--- src/rtl/ifu_fetch_if.sv ---
// Fetch-stage bundle: instruction-memory port, decode handshake and execute redirect.
// Fault signals exist only when IFU_FAULT_EN is defined.
interface ifu_fetch_if;
   logic        redirect_valid;
   logic [31:0] redirect_target;
   logic        imem_req_valid;
   logic        imem_req_ready;
   logic [31:0] imem_req_addr;
   logic        imem_rsp_valid;
   logic [31:0] imem_rsp_data;
   logic        out_valid;
   logic        out_ready;
   logic [31:0] out_pc;
   logic [31:0] out_inst;
`ifdef IFU_FAULT_EN
   logic        imem_rsp_err;
   logic        out_fault;
`endif

   modport master (
      input  redirect_valid,
      input  redirect_target,
      output imem_req_valid,
      input  imem_req_ready,
      output imem_req_addr,
      input  imem_rsp_valid,
      input  imem_rsp_data,
      output out_valid,
      input  out_ready,
      output out_pc,
      output out_inst
`ifdef IFU_FAULT_EN
      ,
      input  imem_rsp_err,
      output out_fault
`endif
   );

   modport slave (
      output redirect_valid,
      output redirect_target,
      input  imem_req_valid,
      output imem_req_ready,
      input  imem_req_addr,
      output imem_rsp_valid,
      output imem_rsp_data,
      input  out_valid,
      output out_ready,
      input  out_pc,
      input  out_inst
`ifdef IFU_FAULT_EN
      ,
      output imem_rsp_err,
      input  out_fault
`endif
   );
endinterface

--- src/rtl/ifu_fetch.sv ---
// Instruction fetch stage: one outstanding word read, registered {pc, inst} toward decode,
// redirect with stale-response discard. Access-fault capture and HALT exist only with IFU_FAULT_EN.
module ifu_fetch #(
   parameter logic [31:0] RESET_PC = 32'h8000_0000
) (
   input logic        clk,
   input logic        rst_n,
   ifu_fetch_if.master bus
);

   typedef enum logic [2:0] {
      ST_BOOT,
      ST_REQ,
      ST_WAIT,
      ST_HOLD
`ifdef IFU_FAULT_EN
      ,
      ST_HALT
`endif
   } state_e;

   state_e      state_q, state_d;
   logic [31:0] pc_q, pc_d;
   logic        discard_q, discard_d;
   logic [31:0] out_pc_q, out_pc_d;
   logic [31:0] out_inst_q, out_inst_d;
`ifdef IFU_FAULT_EN
   logic        out_fault_q, out_fault_d;
`endif

   logic [31:0] tgt_pc;
   logic        unused_tgt_lsb;

   assign tgt_pc         = {bus.redirect_target[31:2], 2'b00};
   assign unused_tgt_lsb = ^bus.redirect_target[1:0];

   always_comb begin
      state_d    = state_q;
      pc_d       = pc_q;
      discard_d  = discard_q;
      out_pc_d   = out_pc_q;
      out_inst_d = out_inst_q;
`ifdef IFU_FAULT_EN
      out_fault_d = out_fault_q;
`endif
      case (state_q)
         ST_BOOT: begin
            state_d = ST_REQ;
            if (bus.redirect_valid) pc_d = tgt_pc;
         end
         ST_REQ: begin
            if (bus.imem_req_ready) state_d = ST_WAIT;
            // An accepted request still carries the old pc; its response must be dropped.
            if (bus.redirect_valid) begin
               pc_d = tgt_pc;
               if (bus.imem_req_ready) discard_d = 1'b1;
            end
         end
         ST_WAIT: begin
            if (bus.redirect_valid) begin
               pc_d = tgt_pc;
               if (bus.imem_rsp_valid) begin
                  discard_d = 1'b0;
                  state_d   = ST_REQ;
               end else begin
                  discard_d = 1'b1;
               end
            end else if (bus.imem_rsp_valid) begin
               discard_d = 1'b0;
               if (discard_q) begin
                  state_d = ST_REQ;
               end else begin
                  out_pc_d   = pc_q;
                  out_inst_d = bus.imem_rsp_data;
`ifdef IFU_FAULT_EN
                  out_fault_d = bus.imem_rsp_err;
`endif
                  state_d    = ST_HOLD;
               end
            end
         end
         ST_HOLD: begin
            if (bus.redirect_valid) begin
               pc_d    = tgt_pc;
               state_d = ST_REQ;
            end else if (bus.out_ready) begin
               pc_d    = pc_q + 32'd4;
               state_d = ST_REQ;
`ifdef IFU_FAULT_EN
               if (out_fault_q) state_d = ST_HALT;
`endif
            end
         end
`ifdef IFU_FAULT_EN
         ST_HALT: begin
            if (bus.redirect_valid) begin
               pc_d    = tgt_pc;
               state_d = ST_REQ;
            end
         end
`endif
         default: state_d = ST_BOOT;
      endcase
   end

   always_ff @(posedge clk) begin
      if (!rst_n) begin
         state_q    <= ST_BOOT;
         pc_q       <= RESET_PC;
         discard_q  <= 1'b0;
         out_pc_q   <= '0;
         out_inst_q <= '0;
`ifdef IFU_FAULT_EN
         out_fault_q <= 1'b0;
`endif
      end else begin
         state_q    <= state_d;
         pc_q       <= pc_d;
         discard_q  <= discard_d;
         out_pc_q   <= out_pc_d;
         out_inst_q <= out_inst_d;
`ifdef IFU_FAULT_EN
         out_fault_q <= out_fault_d;
`endif
      end
   end

   assign bus.imem_req_valid = (state_q == ST_REQ);
   assign bus.imem_req_addr  = pc_q;
   assign bus.out_valid      = (state_q == ST_HOLD);
   assign bus.out_pc         = out_pc_q;
   assign bus.out_inst       = out_inst_q;
`ifdef IFU_FAULT_EN
   assign bus.out_fault      = out_fault_q;
`endif

endmodule

--- src/flat_wrapper.sv ---
// flat-port wrapper written by rule: the top's interface ports become plain ports
module ifu_fetch_flat 
#(
   parameter logic [31:0] RESET_PC = 32'h8000_0000
)
  (clk, rst_n, bus_redirect_valid, bus_redirect_target, bus_imem_req_valid, bus_imem_req_ready, bus_imem_req_addr, bus_imem_rsp_valid, bus_imem_rsp_data, bus_out_valid, bus_out_ready, bus_out_pc, bus_out_inst);
  ifu_fetch_if bus_i ();
  input logic clk;
  input logic rst_n;
  input wire logic [$bits(bus_i.redirect_valid)-1:0] bus_redirect_valid;
  input wire logic [$bits(bus_i.redirect_target)-1:0] bus_redirect_target;
  output wire logic [$bits(bus_i.imem_req_valid)-1:0] bus_imem_req_valid;
  input wire logic [$bits(bus_i.imem_req_ready)-1:0] bus_imem_req_ready;
  output wire logic [$bits(bus_i.imem_req_addr)-1:0] bus_imem_req_addr;
  input wire logic [$bits(bus_i.imem_rsp_valid)-1:0] bus_imem_rsp_valid;
  input wire logic [$bits(bus_i.imem_rsp_data)-1:0] bus_imem_rsp_data;
  output wire logic [$bits(bus_i.out_valid)-1:0] bus_out_valid;
  input wire logic [$bits(bus_i.out_ready)-1:0] bus_out_ready;
  output wire logic [$bits(bus_i.out_pc)-1:0] bus_out_pc;
  output wire logic [$bits(bus_i.out_inst)-1:0] bus_out_inst;
  assign bus_i.redirect_valid = bus_redirect_valid;
  assign bus_i.redirect_target = bus_redirect_target;
  assign bus_imem_req_valid = bus_i.imem_req_valid;
  assign bus_i.imem_req_ready = bus_imem_req_ready;
  assign bus_imem_req_addr = bus_i.imem_req_addr;
  assign bus_i.imem_rsp_valid = bus_imem_rsp_valid;
  assign bus_i.imem_rsp_data = bus_imem_rsp_data;
  assign bus_out_valid = bus_i.out_valid;
  assign bus_i.out_ready = bus_out_ready;
  assign bus_out_pc = bus_i.out_pc;
  assign bus_out_inst = bus_i.out_inst;
  ifu_fetch #(.RESET_PC(RESET_PC)) u_core (.clk(clk), .rst_n(rst_n), .bus(bus_i));
endmodule
--- config.mk ---
export PLATFORM = sky130hd
export DESIGN_NAME = ifu_fetch_flat
export DESIGN_NICKNAME = d
export VERILOG_FILES = /design/src/rtl/ifu_fetch_if.sv /design/src/rtl/ifu_fetch.sv /design/src/flat_wrapper.sv
export SDC_FILE = /design/constraint.sdc
export NUM_CORES = 1
export LEC_CHECK = 0
export CAP_MARGIN = 0
export CORE_MARGIN = 5
export CORE_UTILIZATION = 43
export CTS_CLUSTER_DIAMETER = 40
export DETAILED_ROUTE_END_ITERATION = 10
export PLACE_DENSITY = 0.8
export SYNTH_ARGS = -nofsm -noshare
export SYNTH_HDL_FRONTEND = slang
export SYNTH_SLANG_ARGS = --single-unit
--- constraint.sdc ---
create_clock -name clk -period 2.4 [get_ports clk]
set_input_delay 0.24 -clock clk [delete_from_list [all_inputs] [get_ports clk]]
set_output_delay 0.24 -clock clk [all_outputs]
set_load 0.03 [all_outputs]
==> load_flow_metrics.sql, run 1 <==
INSERT INTO impl_metrics (metric_group, metric, value, unit) VALUES
('run_status', 'run_status', 'finished clean', ''),
('clock_network', 'maximum_level_of_the_cts_h_tree', '3', ''),
('worst_setup_path', 'worst-path-max-fanout', '7', ''),
('synthesis', 'yosys_most_used_dff', 'sky130_fd_sc_hd__dfxtp_1', ''),
('hold_path', 'worst_hold_path_type', 'in2reg', ''),
('global_routing', 'grt.total_usage', '20.6', '%'),
('timing', 'timing.clock.skew', '0.00832', 'ns'),
('timing', 'drv_slew', '0', ''),
('synthesis', 'synth.distinct_cells', '45', ''),
('clock_network', 'clock_latency', '0.36', 'ns'),
('timing', 'period_share', '80.1', '%'),
('finish', 'diodes', '0', ''),
('routing', 'routed_len_inst', '15.1', 'microns'),
('timing', 'setup_total_negative_slack', '0', 'ns'),
('worst_setup_path', 'worst-path-buf-inv', '0', ''),
('routing', 'vias_per_cell', '5.10', ''),
('hold_path', 'min_delay_worst_endpoint', 'u_core.bus.imem_req_addr[31]', ''),
('timing', 'worst_slew_margin_relative_to_its_limit', '54.6', '%'),
('synthesis', 'synth_area_leader_cell', 'sky130_fd_sc_hd__dfxtp_1', ''),
('floorplan', 'core.rowCount', '36', ''),
('power', 'power.leakage', '2.09', 'nW'),
('synthesis', 'synth-warning-count', '0', ''),
('floorplan', 'dieArea', '11800', 'sq um'),
('finish', 'syn2layout_area_growth', '46.3', '%'),
('run', 'maxCapViolCount', '0', ''),
('synthesis', 'synth_top_cell_area_share', '45.6', '%'),
('synthesis', 'yosys-top-cells-count', '149 x sky130_fd_sc_hd__nand2_1, 95 x sky130_fd_sc_hd__dfxtp_1, 45 x sky130_fd_sc_hd__a21oi_1', ''),
('floorplan', 'fp.dieW', '109', 'microns'),
('place', 'count_of_port_buffers_added_during_placement', '161', ''),
('clock_network', 'cts_setup_buffers', '0', ''),
('worst_setup_path', 'timing.critical_path.cells', 'ha_1 -> nand2_1 -> or3_1 -> nor4_2 -> xnor2_1 -> a21oi_1', ''),
('worst_setup_path', 'crit_required', '2.64', 'ns'),
('clock_network', 'cts_sinks', '95', ''),
('synthesis', 'yosys_register_bits', '95', ''),
('floorplan', 'io_pins', '168', ''),
('worst_setup_path', 'setup.reg_to_reg.worst_slack', '0.48', 'ns'),
('hold_path', 'hold_path_depth', '2', ''),
('worst_setup_path', 'critPathTopFamily', 'simple AND/OR/NAND/NOR gates', ''),
('floorplan', 'core_area', '9640', 'sq um'),
('place', 'dp.final_hpwl', '9150', 'microns'),
('finish', 'final_layout_size_suffix_gt1_share', '6.22', '%'),
('routing', 'detailedRoute.firstIterationViolations', '195', ''),
('timing', 'max_freq', '520', 'MHz'),
('worst_setup_path', 'worst_path_max_delay_cell', 'sky130_fd_sc_hd__or3_1', ''),
('synthesis', 'share_of_flip_flops_with_an_asynchronous_set_or_reset_after_synthesis', '0', '%'),
('clock_network', 'clock_input_transition_at_the_sequential_cells_of_the_worst_setup_and_hold_paths', '0.08', 'ns'),
('floorplan', 'start_util', '43.3', '%'),
('timing', 'tightestPinTransition', '0.682', 'ns'),
('routing', 'detail_route.wirelength', '12200', 'microns'),
('synthesis', 'syn-instance-count', '519', ''),
('power', 'power.density', '519', 'nW/um^2'),
('worst_setup_path', 'reg2reg_from', 'u_core.bus.imem_req_addr[2]', ''),
('clock_network', 'cts_hold_buf', '0', ''),
('timing', 'fin_hold_ws', '0.426', 'ns'),
('routing', 'drc_errors', '0', ''),
('global_routing', 'grt_start_max_net_pins', '43', ''),
('global_routing', 'grt_remaining_overflow', '0', ''),
('synthesis', 'synth.yosys.seq_area_share', '45.6', '%'),
('global_routing', 'initial_antenna_violation_count', '0', ''),
('routing', 'dr.pass1.iters', '4', ''),
('worst_setup_path', 'timing.critical_path.from_type', 'flop', ''),
('power', 'irDropWorstVdd', '327', 'uV'),
('place', 'finalWeightedCongestion', '0.872', ''),
('timing', 'hold_violations', '0', ''),
('finish', 'final_net_count', '742', ''),
('synthesis', 'synthMostInstantiatedCell', 'sky130_fd_sc_hd__nand2_1', ''),
('synthesis', 'synthesis.area_per_instance', '8.04', 'sq um'),
('routing', 'detailroute.via_count', '4121', ''),
('routing', 'antenna_left', '0', ''),
('worst_setup_path', 'worst-r2r-cell-count', '6', ''),
('global_routing', 'grt_pass1_wl', '19500', 'microns');
[worst max path at each step]
| stage | slack, ns | cells past startpoint | end | startpoint |
|---|---|---|---|---|
| global route | 0.32 | 5 | u_core.bus.imem_req_addr[23] | u_core.bus.imem_req_addr[10] |
| detailed placement | 0.28 | 6 | u_core.bus.imem_req_addr[25] | bus_out_ready |
| finish | 0.48 | 6 | u_core.bus.imem_req_addr[22] | u_core.bus.imem_req_addr[2] |
| global placement | 0.29 | 6 | u_core.bus.imem_req_addr[25] | bus_out_ready |
| floorplan | 0.44 | 6 | u_core.bus.imem_req_addr[24] | u_core.bus.imem_req_addr[2] |
| CTS | 0.48 | 3 | bus_out_valid | u_core.state_q[0] |
[layout make-up]
| class | count | share of cell area [%] |
|---|---|---|
| timing repair buffer | 176 | 28.4 |
| inverter | 6 | 0.369 |
| tap | 133 | 2.72 |
| sequential | 95 | 31.1 |
| clock buffer | 15 | 2.89 |
| multi-input combinational | 383 | 34.5 |
[routing by layer]
| layer | track usage, % | part of all wire, % | wire length, microns |
|---|---|---|---|
| met5 | 0 | 0 | 0 |
| met4 | 6.40 | 1.2 | 150 |
| met3 | 6.27 | 9.6 | 1170 |
| met2 | 37.0 | 49 | 5980 |
| met1 | 23.4 | 40 | 4870 |
[sequential cells by signal, summed over array words and instances (netlist names)]
name                      cells
u_core.bus.imem_req_addr     30
u_core.state_q                2
u_core.bus.out_pc            30
u_core.bus.out_inst          32
u_core.discard_q              1
[kinds of logic (layout without fill, tap and decap cells)]
group	count (synthesis)	in the layout	synth area share, %
adder cells (fa/ha/maj)	1	1	0.300
buffers and inverters	44	197	4.38
flip-flops	95	95	45.6
XOR/XNOR	21	21	4.41
other	1	4	0.0898
multiplexers	1	1	0.240
AO/OA/AOI/OAI	120	120	17.8
AND/OR/NAND/NOR	236	236	27.2
[worst register-to-register path: cells and delay by family, from the launching register on]
| kind | cells | cell delay [ns] |
|---|---|---|
| xor+xnor | 1 | 0.15 |
| compound gates | 1 | 0.08 |
| simple gates | 3 | 0.84 |
| flops | 1 | 0.48 |
| fa+ha+maj | 1 | 0.25 |
[stage by stage]
| stage | instance area [sq um] | instances | setup WS (ns) | util [%] | total power [mW] |
|---|---|---|---|---|---|
| after floorplan | 4190 | 522 | 0.445 | - | 1.98 |
| after global placement | 5930 | 793 | 0.293 | 61.5 | 2.23 |
| after detailed placement | 5930 | 793 | 0.277 | 61.5 | 2.24 |
| after CTS | 6110 | 808 | 0.484 | 63.4 | 3.21 |
| after global routing | 6110 | 808 | 0.322 | 63.4 | 3.32 |
| final | 6110 | 808 | 0.477 | 63.4 | 3.17 |
[layout by cell type (no fill, tap or decap), types with 3 or more instances in the layout]
| cell type | Yosys | final |
|---|---|---|
| sky130_fd_sc_hd__nand4_1 | 8 | 8 |
| sky130_fd_sc_hd__and3_1 | 6 | 6 |
| sky130_fd_sc_hd__buf_4 | 4 | 14 |
| sky130_fd_sc_hd__nor4_1 | 3 | 3 |
| sky130_fd_sc_hd__nand2_1 | 149 | 149 |
| sky130_fd_sc_hd__a21oi_1 | 45 | 45 |
| sky130_fd_sc_hd__nor3_1 | 14 | 14 |
| sky130_fd_sc_hd__and4_1 | 3 | 3 |
| sky130_fd_sc_hd__nor4_2 | 4 | 4 |
| sky130_fd_sc_hd__o211ai_1 | 3 | 3 |
| sky130_fd_sc_hd__xor2_1 | 8 | 8 |
| sky130_fd_sc_hd__o21ai_0 | 25 | 25 |
| sky130_fd_sc_hd__conb_1 | 1 | 4 |
| sky130_fd_sc_hd__nand3_1 | 14 | 14 |
| sky130_fd_sc_hd__xnor2_1 | 13 | 13 |
| sky130_fd_sc_hd__or3_1 | 5 | 4 |
| sky130_fd_sc_hd__nand2b_1 | 4 | 4 |
| sky130_fd_sc_hd__dfxtp_1 | 95 | 95 |
| sky130_fd_sc_hd__clkbuf_1 | 32 | 3 |
| sky130_fd_sc_hd__nor2_1 | 13 | 13 |
| sky130_fd_sc_hd__clkdlybuf4s50_1 | 0 | 160 |
| sky130_fd_sc_hd__a21boi_1 | 27 | 27 |
| sky130_fd_sc_hd__a211oi_1 | 3 | 3 |
| sky130_fd_sc_hd__clkbuf_8 | 0 | 12 |
| sky130_fd_sc_hd__inv_1 | 5 | 5 |
| sky130_fd_sc_hd__o211a_1 | 4 | 4 |
| sky130_fd_sc_hd__a21boi_0 | 6 | 6 |
[power breakdown]
group / internal [mW] / total [mW] / leakage, nW / switching (mW)
Combinational: 0.251 / 0.504 / 1.23 / 0.253
Clock: 0.459 / 0.968 / 0.0898 / 0.509
Sequential: 1.63 / 1.70 / 0.774 / 0.0740
(Power assumes the default switching activity.)
==> run 2: changes to the inputs <==
Clock period 2.4 ns to 1.9 ns, I/O delays scaled along.
==> load_flow_metrics.sql, run 2 (same netlist as run 1, synthesis figures left out) <==
INSERT INTO impl_metrics (metric_group, metric, value, unit) VALUES
('clock_network', 'cts_inserted_buffers', '9', ''),
('worst_setup_path', 'timing.critical_path.cells', 'clkdlybuf4s50_1', ''),
('floorplan', 'core.rowCount', '36', ''),
('finish', 'final.fill_count', '802', ''),
('power', 'irDropWorstVdd', '356', 'uV'),
('finish', 'final_layout_size_suffix_gt1_share', '10.8', '%'),
('worst_setup_path', 'reg2reg_from', 'u_core.bus.imem_req_addr[14]', ''),
('run_status', 'run_status', 'finished clean', ''),
('clock_network', 'clock_input_transition_at_the_sequential_cells_of_the_worst_setup_and_hold_paths', '0.09', 'ns'),
('timing', 'period_needed', '1.85', 'ns'),
('global_routing', 'grt_start_max_net_pins', '42', ''),
('finish', 'layout.cells.most_common', 'sky130_fd_sc_hd__clkdlybuf4s50_1', ''),
('timing', 'period_share', '97.2', '%'),
('floorplan', 'fp.dieW', '109', 'microns'),
('routing', 'drc_errors', '0', ''),
('place', 'count_of_port_buffers_added_during_placement', '161', ''),
('finish', 'post-route-util', '66.4', '%'),
('worst_setup_path', 'arrival', '1.66', 'ns'),
('floorplan', 'die_height', '109', 'microns'),
('place', 'finalWeightedCongestion', '0.877', ''),
('clock_network', 'tritoncts_clock_tree', 'done', ''),
('worst_setup_path', 'worst-path-buf-inv', '1', ''),
('worst_setup_path', 'worst_path_max_delay_cell', 'sky130_fd_sc_hd__clkdlybuf4s50_1', ''),
('floorplan', 'start_util', '43.3', '%'),
('clock_network', 'cts_setup_buffers', '0', ''),
('finish', 'syn2layout_area_growth', '53.3', '%'),
('clock_network', 'root_buffer', 'sky130_fd_sc_hd__clkbuf_8', ''),
('timing', 'max_freq', '542', 'MHz'),
('worst_setup_path', 'critical_path_class', 'reg2out', ''),
('worst_setup_path', 'setup.reg_to_reg.worst_slack', '0.06', 'ns'),
('worst_setup_path', 'end_kind', 'output port', ''),
('hold_path', 'hold_path_depth', '3', ''),
('routing', 'routed_len_inst', '15.7', 'microns'),
('worst_setup_path', 'critPathTopFamily', 'buffers and inverters', ''),
('finish', 'largest_register_ffs', '32', ''),
('power', 'total_power', '4.35', 'mW'),
('global_routing', 'first_global_vias', '4311', ''),
('worst_setup_path', 'crit_required', '1.71', 'ns'),
('power', 'power.density', '679', 'nW/um^2'),
('run', 'maxCapViolCount', '0', ''),
('hold_path', 'hold_path.startpoint', 'rst_n', ''),
('place', 'pre_cts_slack', '-0.0864', 'ns'),
('worst_setup_path', 'worst-path-max-fanout', '9', ''),
('timing', 'timing.clock.skew', '0.00930', 'ns'),
('global_routing', 'grt_remaining_overflow', '0', ''),
('routing', 'antenna_left', '0', ''),
('timing', 'setup_viol_count_final', '0', ''),
('floorplan', 'dieArea', '11800', 'sq um'),
('floorplan', 'io_pins', '168', ''),
('floorplan', 'core_area', '9640', 'sq um'),
('worst_setup_path', 'timing.critical_path.from_type', 'flop', ''),
('routing', 'detailedRoute.firstIterationViolations', '202', ''),
('timing', 'hold_violations', '0', ''),
('worst_setup_path', 'worst-r2r-cell-count', '5', ''),
('power', 'power.leakage', '2.29', 'nW'),
('hold_path', 'min_delay_worst_endpoint', 'u_core.bus.imem_req_addr[31]', ''),
('finish', 'diodes', '0', ''),
('timing', 'fin_ws', '0.0537', 'ns'),
('timing', 'setup_total_negative_slack', '0', 'ns'),
('global_routing', 'initial_antenna_violation_count', '0', ''),
('routing', 'vias_per_cell', '5.12', ''),
('worst_setup_path', 'worst_flop_to_flop_path_endpoint', 'u_core.bus.imem_req_addr[25]', ''),
('finish', 'final_net_count', '767', ''),
('clock_network', 'maximum_level_of_the_cts_h_tree', '3', ''),
('clock_network', 'cts_sinks', '95', ''),
('clock_network', 'clock_latency', '0.36', 'ns'),
('routing', 'detailroute.via_count', '4273', ''),
('timing', 'rsz0062_at_grt', 'no', ''),
('timing', 'drv_slew', '0', ''),
('worst_setup_path', 'critical_path_depth', '1', ''),
('finish', 'most-common-layout-cells', '156 x sky130_fd_sc_hd__clkdlybuf4s50_1, 149 x sky130_fd_sc_hd__nand2_1, 92 x sky130_fd_sc_hd__dfxtp_1', ''),
('place', 'dp.final_hpwl', '9840', 'microns'),
('routing', 'dr.pass1.iters', '5', ''),
('hold_path', 'worst_hold_path_type', 'in2reg', ''),
('worst_setup_path', 'max_stage_delay', '0.75', 'ns'),
('clock_network', 'cts_hold_buf', '0', ''),
('global_routing', 'grt_pass1_wl', '20800', 'microns'),
('clock_network', 'clock_path_buffers', '2', ''),
('global_routing', 'grt.total_usage', '22.3', '%'),
('routing', 'detail_route.wirelength', '13100', 'microns');
run 2: final cells by class:
type	count	area (sq um)	share of cell area (%)
Clock buffer	10	138	2.15
Clock inverter	6	92.6	1.45
Inverter	6	22.5	0.352
Multi-Input combinational cell	383	2120	33.1
Sequential cell	95	1910	29.8
Tap cell	133	166	2.60
Timing Repair Buffer	201	1960	30.6
run 2: power breakdown:
part	switching, mW	total [mW]	internal [mW]
clock	0.719	1.50	0.784
combinational	0.362	0.718	0.356
sequential	0.0715	2.13	2.05
total	1.15	4.35	3.19
run 2: worst max-delay path by stage:
| stage | from | endpoint | slack, ns |
|---|---|---|---|
| final | u_core.bus.imem_req_addr[19] | bus_imem_req_addr[19] | 0.05 |
| after global placement | bus_out_ready | u_core.bus.imem_req_addr[16] | -0.06 |
| after CTS | u_core.state_q[0] | bus_imem_req_valid | 0.01 |
| after detailed placement | bus_out_ready | u_core.bus.imem_req_addr[16] | -0.09 |
| after global routing | u_core.bus.imem_req_addr[19] | bus_imem_req_addr[19] | 0.003 |
| after floorplan | u_core.bus.imem_req_addr[14] | u_core.bus.imem_req_addr[25] | 0.003 |
run 2: metrics by stage:
step / hold slack [ns] / cells / area, sq um
global placement: 0.441 / 818 / 6160
finish: 0.271 / 834 / 6400
global route: 0.288 / 834 / 6400
CTS: 0.258 / 834 / 6390
floorplan: 0.325 / 522 / 4190
detailed placement: 0.444 / 818 / 6160
run 2: tightest hold or removal path: stages:
cell and delay (ns):
sky130_fd_sc_hd__buf_2 0.11, sky130_fd_sc_hd__buf_4 0.20, sky130_fd_sc_hd__o211ai_1 0.09
run 2: repair_timing:
action | 4_1_cts | 5_1_grt
cloned | 0 | 0
resized for setup | 2 | 4
setup endpoints to repair | 2 | 4
run 2: routing by layer:
| layer | share of wire [%] | GRT usage [%] | up-vias |
|---|---|---|---|
| met4 | 1.6 | 6.49 | 0 |
| met1 | 41 | 26.3 | 1979 |
| li1 | - | - | 2110 |
| met3 | 8.4 | 6.15 | 20 |
| met5 | 0 | 0 | - |
| met2 | 50 | 39.4 | 164 |
